**src/rtl/pcm_rx.sv**
```systemverilog
// I2S-format serial PCM receiver: oversamples bck/lrck/adata on scki, deserializes
// MSB-first left/right words and presents one stereo pair per frame with a valid strobe.
module pcm_rx #(
   parameter int WIDTH       = 16,
   parameter int SYNC_STAGES = 2,
   parameter int TIMEOUT     = 64
) (
   input  logic             scki,
   input  logic             rst_n,
   input  logic             bck,
   input  logic             lrck,
   input  logic             adata,
   output logic [WIDTH-1:0] left_data,
   output logic [WIDTH-1:0] right_data,
   output logic             valid,
   output logic             short_err,
   output logic             locked
);

   localparam int CW = $clog2(WIDTH + 1);
   localparam int TW = $clog2(TIMEOUT + 1);
   localparam logic [CW-1:0] WLAST = CW'(WIDTH - 1);
   localparam logic [TW-1:0] TLAST = TW'(TIMEOUT - 1);
   localparam logic [TW-1:0] TMAX  = TW'(TIMEOUT);

   typedef enum logic {IDLE, RUN} state_t;

   logic [SYNC_STAGES-1:0] bck_sync_q, bck_sync_d;
   logic [SYNC_STAGES-1:0] lrck_sync_q, lrck_sync_d;
   logic [SYNC_STAGES-1:0] adata_sync_q, adata_sync_d;
   logic bck_prev_q, bck_prev_d;
   logic bck_rise;

   // Two-stage edge pipeline: detect stage, then capture/boundary stage.
   logic rise_q, rise_d, lrck_p_q, lrck_p_d, adata_p_q, adata_p_d;
   logic cap_rise_q, cap_rise_d, cap_bnd_q, cap_bnd_d;
   logic cap_lrck_q, cap_lrck_d, cap_adata_q, cap_adata_d;
   logic lrck_last_q, lrck_last_d;

   state_t           state_q, state_d;
   logic [WIDTH-1:0] shreg_q, shreg_d, hold_q, hold_d;
   logic [CW-1:0]    cnt_q, cnt_d, cnt_inc;
   logic             left_ok_q, left_ok_d;
   logic [WIDTH-1:0] left_q, left_d, right_q, right_d;
   logic             valid_q, valid_d, short_q, short_d, locked_q, locked_d;
   logic [TW-1:0]    to_q, to_d;
   logic             timeout_hit;
   logic [WIDTH-1:0] word;

   // NOTE: every signal driven here gets a default first so no latch is inferred.
   always_comb begin
      bck_sync_d   = {bck_sync_q[SYNC_STAGES-2:0], bck};
      lrck_sync_d  = {lrck_sync_q[SYNC_STAGES-2:0], lrck};
      adata_sync_d = {adata_sync_q[SYNC_STAGES-2:0], adata};
      bck_prev_d   = bck_sync_q[SYNC_STAGES-1];
      bck_rise     = bck_sync_q[SYNC_STAGES-1] & ~bck_prev_q;

      rise_d    = bck_rise;
      lrck_p_d  = lrck_sync_q[SYNC_STAGES-1];
      adata_p_d = adata_sync_q[SYNC_STAGES-1];

      cap_rise_d  = rise_q;
      cap_bnd_d   = rise_q & (lrck_p_q ^ lrck_last_q);
      cap_lrck_d  = cap_lrck_q;
      cap_adata_d = cap_adata_q;
      lrck_last_d = lrck_last_q;
      if (rise_q) begin
         cap_lrck_d  = lrck_p_q;
         cap_adata_d = adata_p_q;
         lrck_last_d = lrck_p_q;
      end

      // A bck rise always wins over timeout expiry in the same cycle.
      to_d        = to_q;
      timeout_hit = 1'b0;
      if (rise_q) begin
         to_d = '0;
      end else if (to_q != TMAX) begin
         to_d        = to_q + TW'(1);
         timeout_hit = (to_q == TLAST);
      end
   end

   always_comb begin
      state_d   = state_q;
      shreg_d   = shreg_q;
      cnt_d     = cnt_q;
      hold_d    = hold_q;
      left_ok_d = left_ok_q;
      left_d    = left_q;
      right_d   = right_q;
      valid_d   = 1'b0;
      short_d   = 1'b0;
      locked_d  = locked_q;

      // Word as it stands after writing the current bit; count saturates at WIDTH.
      word    = shreg_q;
      cnt_inc = cnt_q;
      if (cnt_q <= WLAST) begin
         cnt_inc = cnt_q + CW'(1);
         for (int i = 0; i < WIDTH; i++) begin
            if (cnt_q == CW'(WIDTH - 1 - i)) word[i] = cap_adata_q;
         end
      end

      case (state_q)
         IDLE: begin
            if (cap_rise_q && cap_bnd_q) begin
               state_d   = RUN;
               shreg_d   = '0;
               cnt_d     = '0;
               left_ok_d = 1'b0;
               locked_d  = 1'b1;
            end
         end
         RUN: begin
            if (cap_rise_q && cap_bnd_q) begin
               if (cap_lrck_q) begin
                  hold_d    = word;
                  left_ok_d = 1'b1;
               end else begin
                  if (left_ok_q) begin
                     left_d  = hold_q;
                     right_d = word;
                     valid_d = 1'b1;
                  end
                  left_ok_d = 1'b0;
               end
               short_d = (cnt_q < WLAST);
               shreg_d = '0;
               cnt_d   = '0;
            end else if (cap_rise_q) begin
               shreg_d = word;
               cnt_d   = cnt_inc;
            end
         end
         default: state_d = IDLE;
      endcase

      if (timeout_hit) begin
         state_d   = IDLE;
         locked_d  = 1'b0;
         left_ok_d = 1'b0;
      end
   end

   // NOTE: state flops use non-blocking assignments so every register samples pre-edge values.
   always_ff @(posedge scki or negedge rst_n) begin
      if (!rst_n) begin
         bck_sync_q   <= '0;
         lrck_sync_q  <= '0;
         adata_sync_q <= '0;
         bck_prev_q   <= 1'b0;
         rise_q       <= 1'b0;
         lrck_p_q     <= 1'b0;
         adata_p_q    <= 1'b0;
         cap_rise_q   <= 1'b0;
         cap_bnd_q    <= 1'b0;
         cap_lrck_q   <= 1'b0;
         cap_adata_q  <= 1'b0;
         lrck_last_q  <= 1'b0;
         state_q      <= IDLE;
         shreg_q      <= '0;
         cnt_q        <= '0;
         hold_q       <= '0;
         left_ok_q    <= 1'b0;
         left_q       <= '0;
         right_q      <= '0;
         valid_q      <= 1'b0;
         short_q      <= 1'b0;
         locked_q     <= 1'b0;
         to_q         <= '0;
      end else begin
         bck_sync_q   <= bck_sync_d;
         lrck_sync_q  <= lrck_sync_d;
         adata_sync_q <= adata_sync_d;
         bck_prev_q   <= bck_prev_d;
         rise_q       <= rise_d;
         lrck_p_q     <= lrck_p_d;
         adata_p_q    <= adata_p_d;
         cap_rise_q   <= cap_rise_d;
         cap_bnd_q    <= cap_bnd_d;
         cap_lrck_q   <= cap_lrck_d;
         cap_adata_q  <= cap_adata_d;
         lrck_last_q  <= lrck_last_d;
         state_q      <= state_d;
         shreg_q      <= shreg_d;
         cnt_q        <= cnt_d;
         hold_q       <= hold_d;
         left_ok_q    <= left_ok_d;
         left_q       <= left_d;
         right_q      <= right_d;
         valid_q      <= valid_d;
         short_q      <= short_d;
         locked_q     <= locked_d;
         to_q         <= to_d;
      end
   end

   assign left_data  = left_q;
   assign right_data = right_q;
   assign valid      = valid_q;
   assign short_err  = short_q;
   assign locked     = locked_q;

endmodule

```
**config.mk**
```make
export PLATFORM = sky130hd
export DESIGN_NAME = pcm_rx
export DESIGN_NICKNAME = d
export VERILOG_FILES = /design/src/rtl/pcm_rx.sv
export SDC_FILE = /design/constraint.sdc
export NUM_CORES = 1
export LEC_CHECK = 0
export CORE_MARGIN = 3
export CORE_UTILIZATION = 56
export CTS_CLUSTER_DIAMETER = 200
export DETAILED_ROUTE_END_ITERATION = 7
export GPL_ROUTABILITY_DRIVEN = 0
export PLACE_DENSITY_LB_ADDON = 0.15
export SYNTH_ARGS = -nofsm -noshare
export SYNTH_HDL_FRONTEND = slang
export SYNTH_SLANG_ARGS = --single-unit
```
**constraint.sdc**
```tcl
create_clock -name scki -period 2.45 [get_ports scki]
set_input_delay 0.245 -clock scki [delete_from_list [all_inputs] [get_ports scki]]
set_output_delay 0.245 -clock scki [all_outputs]
set_load 0.01 [all_outputs]
```
# == Word-level counts from Yosys, hierarchy flattened ==
# Cells that the tools add are included.
# classes
n_addsub,2
order_cmp,2
n_eq_ne,23
muxes,47
bitwise_logic,6
n_reduce_logical,10
# op_table
op,n
$mux 16,4
$eq 5x4->1 const B,8
$mux 1,34
$pmux 16 s2,1
$eq 5x3->1 const B,4
$mux 5,4
$mux 7,2
$eq 5x2->1 const B,2
$pmux 5 s2,1
$add 7x1->7 const B,1
$eq 7x6->1 const B,1
$ne 7x7->1 const B,1
$ne 3x1->1 const B,2
$reduce_and 2->1,3
$reduce_and 3->1,2
$add 5x1->5 const B,1
$eq 5x1->1 const B,1
$le 5x4->1 const B,1
$logic_not 5->1,1
$lt 5x4->1 const B,1
$reduce_and 4->1,1
$reduce_bool 2->1,2
$ne 3x2->1 const B,1
$ne 3x3->1 const B,1
other kinds (7),10
# word_totals
register_bits,95
input_bits,5
output_inout_bits,35
wordCells,112

# == Depth between registers and ports, before layout ==
# logic_depth
depth_word,6
depth_mapped,7
ltp_nobuf,7

# == Least setup slack after synthesis ==
# Ideal clock, no wire load.
# synth_path
kind,flip-flop to flip-flop
startpoint,reg cnt_q[0]
endpoint,reg cnt_q[3]
setup_ns,0.104
arrival_time_ns,2.031
required_ns,2.346
setup_slack_ns,0.316
stages_incl_launch_ff,8
n_path_buf,0
synth_period_minus_slack_ns,2.134
cell_sequence,dfrtp_1 ha_1 and3_1 ha_1 and3b_1 a211o_1 or2_4 o41ai_2
# synth_via
elab_chain_len,5
elab_cells_between_ends,8
cone_classes,add/sub: 1; order compare: 1; eq/ne: 1; mux: 4; reduce/logical: 1
# synth_rtl
item,line_no,source
"start, declared",42,"logic [CW-1:0] cnt_q, cnt_d, cnt_inc;"
"start signal, assigned",188,cnt_q <= cnt_d;
$add 5x1->5,100,cnt_inc = cnt_q + CW'(1);
$mux 5,99,if (cnt_q <= WLAST) begin
$mux 5,132,end else if (cap_rise_q) begin
$mux 5,117,if (cap_rise_q && cap_bnd_q) begin
$pmux 5 s2,106,case (state_q)
# Parallel ways exist; a longest one is shown, timed or not. The select of a mux whose other input is x is not followed.
# A chain may end at the register's enable or synchronous reset.

# == Final worst setup path ==
# layout_path
startpoint,reg cnt_q[1]
endpoint,reg cnt_q[3]
# The elaborated chain is that of the path after synthesis.

==> results.py <==
metrics = {
    "power": {
        "p_sw_mw": 1.03,
        "clockPowerShare_pct": 30.7,
        "p_int_mw": 2.57,
        "seqPwrFrac_pct": 52.3,
        "p_sw_share_pct": 28.6,
        "power_density_nw_per_um2": 787,
        "power_frac_comb_pct": 17.0,
        "power_leakage_nw": 2.06,
        "finalPower_mw": 3.59,
        "ir_worst_vdd_v": 0.000510,
    },
    "setup_path": {
        "worstPathMaxFanout": 6,
        "worstSetupPathType": "register to register",
        "required_ns": 2.70,
        "r2r_start": "cnt_q[1]$_DFFE_PN0P_",
        "r2r_slack_ns": 0.12,
        "worstPathArrival_ns": 2.58,
        "crit_path_end_kind": "register",
        "start_kind": "register",
        "regToRegEndpoint": "cnt_q[3]$_DFFE_PN0P_",
        "reg2regPathDepth": 7,
    },
    "floorplanning": {
        "io_pins": 40,
        "dieArea_sq_um": 7970,
        "core-area_sq_um": 6530,
        "rows": 29,
        "die_h_microns": 89.3,
        "start_util_pct": 59.5,
        "die_w_microns": 89.3,
    },
    "routing": {
        "ant_nets": 0,
        "routed_via_density": 5.53,
        "vias": 2546,
        "drt_iter0_drc": 127,
        "drc": 0,
        "wl_microns": 6920,
        "drtPass1Iterations": 4,
        "wire_per_inst_microns": 15.0,
    },
    "synthesis": {
        "synth_cell_type_count": 38,
        "ys_ff_latch": 95,
        "synth_flop_cell": "dfrtp_1",
        "ys_seq_area_share_pct": 61.2,
        "synth_edf_count": 0,
        "syn_area_sq_um": 3880,
        "synthArstFlopShare_pct": 100,
        "syn_area_per_cell_sq_um": 11.3,
        "yosysWarnings": 0,
        "synth_cells": 343,
        "syn_nets": 355,
    },
    "clock_network": {
        "clock_path_buffers": 2,
        "cts_made_buffers": 9,
        "clk_pin_slew_ns": 0.08,
        "clkLatencyLatePin_ns": 0.36,
        "clock_sinks": 95,
        "htreeDepth": 3,
        "cts_tree": "yes",
        "cts_root_buffer": "clkbuf_8",
    },
    "timing": {
        "period_minus_slack_ns": 2.33,
        "max_slew.worst_pin.slew_ns": 0.634,
        "hold_viol_final": 0,
        "final_min_period_over_clock_period_pct": 95.0,
        "slew_violations": 0,
        "setup_violations": 0,
        "fmax_mhz": 430,
        "relSlewSlack_pct": 57.7,
        "skew_ns": 0.0114,
        "finalWorstSetupSlack_ns": 0.123,
    },
    "global_routing": {
        "grt_max_degree": 50,
        "grtUsageMet1_pct": 27.5,
        "first_global_vias": 2470,
        "grt_use_total_pct": 19.5,
        "grt_pass1_wl_microns": 11900,
        "grt-busiest-layer": "met2",
        "grt_util_met3_pct": 4.52,
        "grt.met2_usage_pct": 30.1,
        "overflow": 0,
        "antenna_found_initial": 0,
    },
    "place": {
        "portBuffers": 39,
        "dp_slack_ns": 0.108,
        "place_area_sq_um": 4340,
        "dpl.cell_count": 444,
        "dp_hpwl_microns": 4600,
    },
    "hold_path": {
        "hold_class": "primary input to register",
        "hp-start": "adata",
        "worst_hold_path.endpoint": "adata_sync_q[0]$_DFF_PN0_",
        "worstHoldPathCells": 1,
    },
    "finish": {
        "final_cell_mix": "dfrtp_1 (94), o21ai_0 (40), clkdlybuf4s50_1 (38)",
        "fin_nets": 391,
        "n_fill_cell": 504,
        "drive_gt1_share_pct": 12.0,
        "n_antenna_cell": 0,
        "fin_area_sq_um": 4570,
        "syn_to_final_growth_pct": 17.6,
        "final_common_cell": "dfrtp_1",
        "layoutNonFillerInstCount": 460,
    },
    "outcome": {
        "status": "completed",
    },
    "flow_run": {
        "cap_violations": 0,
    },
}
-- Yosys cell counts, drive strengths merged (2+ instances only) --
cell type	count	area, sq um
a21oi	19	95.1
a32o	4	40.0
and3b	2	17.5
buf	6	36.3
clkbuf	13	50.0
dfrtp	95	2380
ha	7	87.6
inv	7	26.3
mux2	18	203
mux2i	17	170
nand2	36	135
nand2b	5	31.3
nand3	7	35.0
nor2	33	124
nor3	7	35.0
nor3b	4	30.0
o21ai	40	200
or2	3	21.3
xnor2	2	17.5
xor2	4	35.0
-- state kept, by name, indices dropped and copies added, names as in the netlist, 2 cells and up --
register	cells
bck_sync_q	2
shreg_q	16
hold_q	16
right_data	16
left_data	16
lrck_sync_q	2
adata_sync_q	2
cnt_q	5
to_q	7
-- cell type report --
class,count,area [sq um],share of cell area [%]
clock buffers,10,128,2.79
clock inverters,5,81.3,1.78
inverters,7,26.3,0.575
multi-input cells,222,1400,30.7
flip-flops and latches,95,2380,52.1
well taps,77,96.3,2.11
repair buffers,44,453,9.92
-- timing repair --
action / in CTS / in global routing
gates resized for setup: 0 / 3
buffers inserted: 0 / 0
endpoints found under the setup margin: 0 / 9
hold buffers: 1 / 0
hold endpoints to repair: 47 / 0
-- worst max-delay path by stage --
stage	to	depth (start not counted)	start	slack [ns]
2_1_floorplan	cnt_q[3]$_DFFE_PN0P_	7	cnt_q[0]$_DFFE_PN0P_	0.32
3_3_place_gp	cnt_q[3]$_DFFE_PN0P_	7	cnt_q[0]$_DFFE_PN0P_	0.20
3_5_place_dp	cnt_q[3]$_DFFE_PN0P_	7	cnt_q[0]$_DFFE_PN0P_	0.11
4_1_cts	cnt_q[3]$_DFFE_PN0P_	7	cnt_q[0]$_DFFE_PN0P_	0.04
5_1_grt	cnt_q[3]$_DFFE_PN0P_	7	cnt_q[1]$_DFFE_PN0P_	-0.006
6_report	cnt_q[3]$_DFFE_PN0P_	7	cnt_q[1]$_DFFE_PN0P_	0.12
-- through the flow --
step	hold WS (ns)	utilization (%)	setup TNS [ns]
2_1_floorplan	-0.0506	-	0
3_3_place_gp	0.297	66.5	0
3_5_place_dp	0.298	66.5	0
4_1_cts	0.307	69.8	0
5_1_grt	0.304	69.9	-0.00606
6_report	0.321	69.9	0
-- critical path, cell delays in order, from the launching register on --
cell and delay [ns]:
dfrtp_1 0.44, ha_2 0.26, and3_1 0.17, ha_2 0.22, and3b_1 0.24, a211o_1 0.34, or2_4 0.30, o41ai_2 0.27
-- cell families (layout without fill, tap and decap cells) --
logic type / count (synthesis) / count (layout) / share of synthesized area, %
mux: 35 / 35 / 9.60
flops: 95 / 95 / 61.2
simple gates: 105 / 105 / 12.6
buf+inv: 26 / 66 / 2.90
xor+xnor: 6 / 6 / 1.35
compound gates: 69 / 69 / 10.1
fa+ha+maj: 7 / 7 / 2.26
-- layer usage --
metal	share of wire [%]	wire, microns
met1	49	3370
met2	47	3260
met3	3.0	207
met4	1.2	85
met5	0	0
-- power groups by stage --
stage / clock network [mW] / registers, mW / logic (mW)
after floorplan: 0 / 1.87 / 0.411
after global placement: 0 / 1.90 / 0.599
after detailed placement: 0 / 1.91 / 0.611
after CTS: 1.12 / 1.88 / 0.618
after global routing: 1.19 / 1.90 / 0.697
final: 1.10 / 1.88 / 0.610
No activity file was read; power rests on OpenSTA's default activity.
==> patch 1, RTL diff (config.mk and constraints unchanged) <==
Add an input register stage for `bck`, `lrck` and `adata`, without a reset; this delays them by one clock. Comments in the files are not updated.
--- a/src/rtl/pcm_rx.sv
+++ b/src/rtl/pcm_rx.sv
@@ -26,4 +26,14 @@
    typedef enum logic {IDLE, RUN} state_t;
 
+   logic bck_q;
+   logic lrck_q;
+   logic adata_q;
+
+   always_ff @(posedge scki) begin
+      bck_q   <= bck;
+      lrck_q  <= lrck;
+      adata_q <= adata;
+   end
+
    logic [SYNC_STAGES-1:0] bck_sync_q, bck_sync_d;
    logic [SYNC_STAGES-1:0] lrck_sync_q, lrck_sync_d;
@@ -50,7 +60,7 @@
    // NOTE: every signal driven here gets a default first so no latch is inferred.
    always_comb begin
-      bck_sync_d   = {bck_sync_q[SYNC_STAGES-2:0], bck};
-      lrck_sync_d  = {lrck_sync_q[SYNC_STAGES-2:0], lrck};
-      adata_sync_d = {adata_sync_q[SYNC_STAGES-2:0], adata};
+      bck_sync_d   = {bck_sync_q[SYNC_STAGES-2:0], bck_q};
+      lrck_sync_d  = {lrck_sync_q[SYNC_STAGES-2:0], lrck_q};
+      adata_sync_d = {adata_sync_q[SYNC_STAGES-2:0], adata_q};
       bck_prev_d   = bck_sync_q[SYNC_STAGES-1];
       bck_rise     = bck_sync_q[SYNC_STAGES-1] & ~bck_prev_q;
Formal check against the unedited RTL: not equivalent (a bounded check fails within 10 cycles, from zero or initial values and one cycle with rst_n low).
==> patch 1 against the original RTL <==
Largest power group unchanged; clock skew down 0.0017 ns; count of clock-buffer cells in the layout increased by 1; sequential power up 7%; area after synthesis rose by 2.6%; wire length up 3.1%; sequential share of layout area fell by 0.27 points; power is 10% higher; clock power grew 5%; final area rose by 3.0%; critical path type unchanged; worst setup slack better by 0.078 ns; sequential cell count grew 3; non-clock buffer count rose by 2.
==> patch 1: results <==
[synth]
synth.cells.most_frequent = 95 x dfrtp_1, 33 x nor2_1, 32 x nand2_1
synthArstFlopShare_pct = 96.9
ys_types = 39
synth-seq-cells = 98
muxShareOfSynthArea_pct = 9.64
syn_nets = 356
synth_xor_area_share_pct = 1.32
synth-seq-area-share_pct = 61.2
synth_compound_area_share_pct = 9.51

[die]
core_um2 = 6830

[worst_setup_path]
rrSetupSlack_ns = 0.20
slowest_delay_ns = 0.48
timing.rr.start = cnt_q[0]
cp-startpoint = cnt_q[0]
cp.arrival_ns = 2.49

[layout]
n_clock_buffer = 11
final_nets = 395
n_fill_cell = 531
final_core_util_pct = 68.9
nNonClkBuffers = 46

[global_routing]
grt_pass1_wl_um = 12600
grt_pass1_vias = 2643

[power_and_ir_drop]
p_leak_nw = 2.12

[status]
status = complete, no violations

[place]
place_inst = 466
dpl_cell_area_um2 = 4460

[drt]
wire_per_inst_um = 14.8
drt-initial-drc-count = 169
vias_per_cell = 5.35
wl_um = 7130

[sta]
worst_hold_slack_ns = 0.328
maxSlewHeadroom_pct = 55.4
## patch 1: routing by layer
metal  vias up  track usage [%]  wire length, µm
li1       1258                -                -
met1      1280             25.9             3260
met2        38             30.8             3490
met3         9             4.50              255
met4         0             7.02              123
met5         -                0                0
## patch 1: logic make-up after synthesis
family                     Yosys count
adders and majority gates            7
and+or+nand+nor                    106
AOI/OAI and AO/OA                   66
buffers and inverters               25
muxes                               36
DFF                                 98
xor gates and xnor gates             6
## patch 1: report_power, final
group | switching [W] | total, W | internal, W
clock network | 0.000532 | 0.00116 | 0.000628
registers | 0.000196 | 0.00202 | 0.00182
logic | 0.000450 | 0.000781 | 0.000332
## patch 1: what timing repair did
item,in CTS,in global routing
setup endpoints to repair,0,0
endpoints found under the hold margin,30,0
hold buffers,1,0
==> patch 2, RTL diff (same flow settings) <==
Made on the original files. `TIMEOUT`: 64 -> 32.
--- a/src/rtl/pcm_rx.sv
+++ b/src/rtl/pcm_rx.sv
@@ -4,5 +4,5 @@
    parameter int WIDTH       = 16,
    parameter int SYNC_STAGES = 2,
-   parameter int TIMEOUT     = 64
+   parameter int TIMEOUT     = 32
 ) (
    input  logic             scki,
Check against the original RTL: no difference found for any inputs over 10 cycles, from zero or initial values and one cycle with rst_n low; that may be too few to reach the edited logic, so the function may still have changed.
==> patch 2 against the original RTL <==
Power grew 12%; largest cell class unchanged; highest routed layer unchanged; critical endpoint is now right_data[3]; final area shrank 0.22%; worst setup slack gained 0.16 ns; fmax grew 7.2%; area after synthesis grew 0.35%; sequential cell count shrank 1; first-iteration DRC count grew 11%; wire length grew 2.8%.
==> patch 2: results <==
[sta]
worst_hold_slack_ns = 0.322
worst_clock_skew_ns = 0.0117

[drt]
drt-initial-drc-count = 141
wl_um = 7110

[place]
hpwlAfterDp_um = 4710

[synth]
netlist.area_leader.share_pct = 60.4
synth.cells.most_frequent = 94 x dfrtp_1, 37 x nor2_1, 36 x nand2_1
synth-seq-area-share_pct = 60.4
ys_types = 39
synthTopCellsByArea = dfrtp_1 60%, mux2_2 5.2%, mux2i_1 4.9%, o21ai_0 4.2%, nor2_1 3.6%

[global_routing]
grt_max_degree = 56
track_usage_pct = 20.2
grt_pass1_wl_um = 12300

[layout]
drive_above_1_share_pct = 11.5
n_fill_cell = 469

[worst_setup_path]
rrSetupSlack_ns = 0.28
cp.arrival_ns = 2.41
crit_path_max_fanout = 10
r2r_end = right_data[3]

[status]
status = complete, no violations

[power_and_ir_drop]
sw_frac_of_total_pct = 31.6
seqPwrFrac_pct = 49.9
powerDensity_nw_per_um2 = 880
p_comb_share_pct = 22.9

[worst_hold_path]
hp-start = bck
holdPathEnd = bck_sync_q[0]
[patch 2: changes by cell type after synthesis, moves of 4 or more]
| cell | delta |
|---|---|
| buf_4 | +4 |
| nor2_1 | +4 |
| o21ai_0 | -7 |
| nor3b_1 | -4 |
[patch 2: per-layer routing]
metal  global-route usage, %  vias to the layer above  wire (µm)
met2                    30.8                       43       3340
met3                    3.96                       16        194
li1                        -                     1240          -
met5                       0                        -          0
met1                    27.6                     1252       3400
met4                    10.3                        0        182
[patch 2: worst max path at each step]
stage	endpoint	cells after the start	slack, ns
3_5_place_dp	right_data[2]	7	0.29
6_report	right_data[3]	7	0.28
5_1_grt	right_data[3]	7	0.09
2_1_floorplan	right_data[3]	8	0.54
3_3_place_gp	right_data[3]	7	0.37
4_1_cts	right_data[3]	7	0.29
[patch 2: through the flow]
stage	instance area (µm²)	setup WS (ns)
floorplan	3900	0.536
global placement	4340	0.372
detailed placement	4340	0.294
CTS	4560	0.294
global route	4560	0.0865
finish	4560	0.280
[patch 2: final cells by class]
class	instances	area, µm²	area share (%)
Multi-Input combinational cell	222	1410	31.0
Clock inverter	5	85.1	1.87
Tap cell	77	96.3	2.11
Clock buffer	9	124	2.72
Timing Repair Buffer	45	460	10.1
Sequential cell	94	2350	51.6
Inverter	7	26.3	0.577
[patch 2: logic make-up after synthesis]
group | count (synthesis) | synth area share, %
adder cells (fa/ha/maj) | 7 | 2.25
XOR/XNOR | 6 | 1.35
multiplexers | 37 | 10.1
AO/OA/AOI/OAI | 66 | 9.70
AND/OR/NAND/NOR | 106 | 12.9
buffers and inverters | 26 | 3.40
flip-flops | 94 | 60.4
[patch 2: timing repair]
action                                 in CTS  in global routing
endpoints found under the hold margin      39                  0
resized for setup                           0                  0
hold buffers                                1                  0
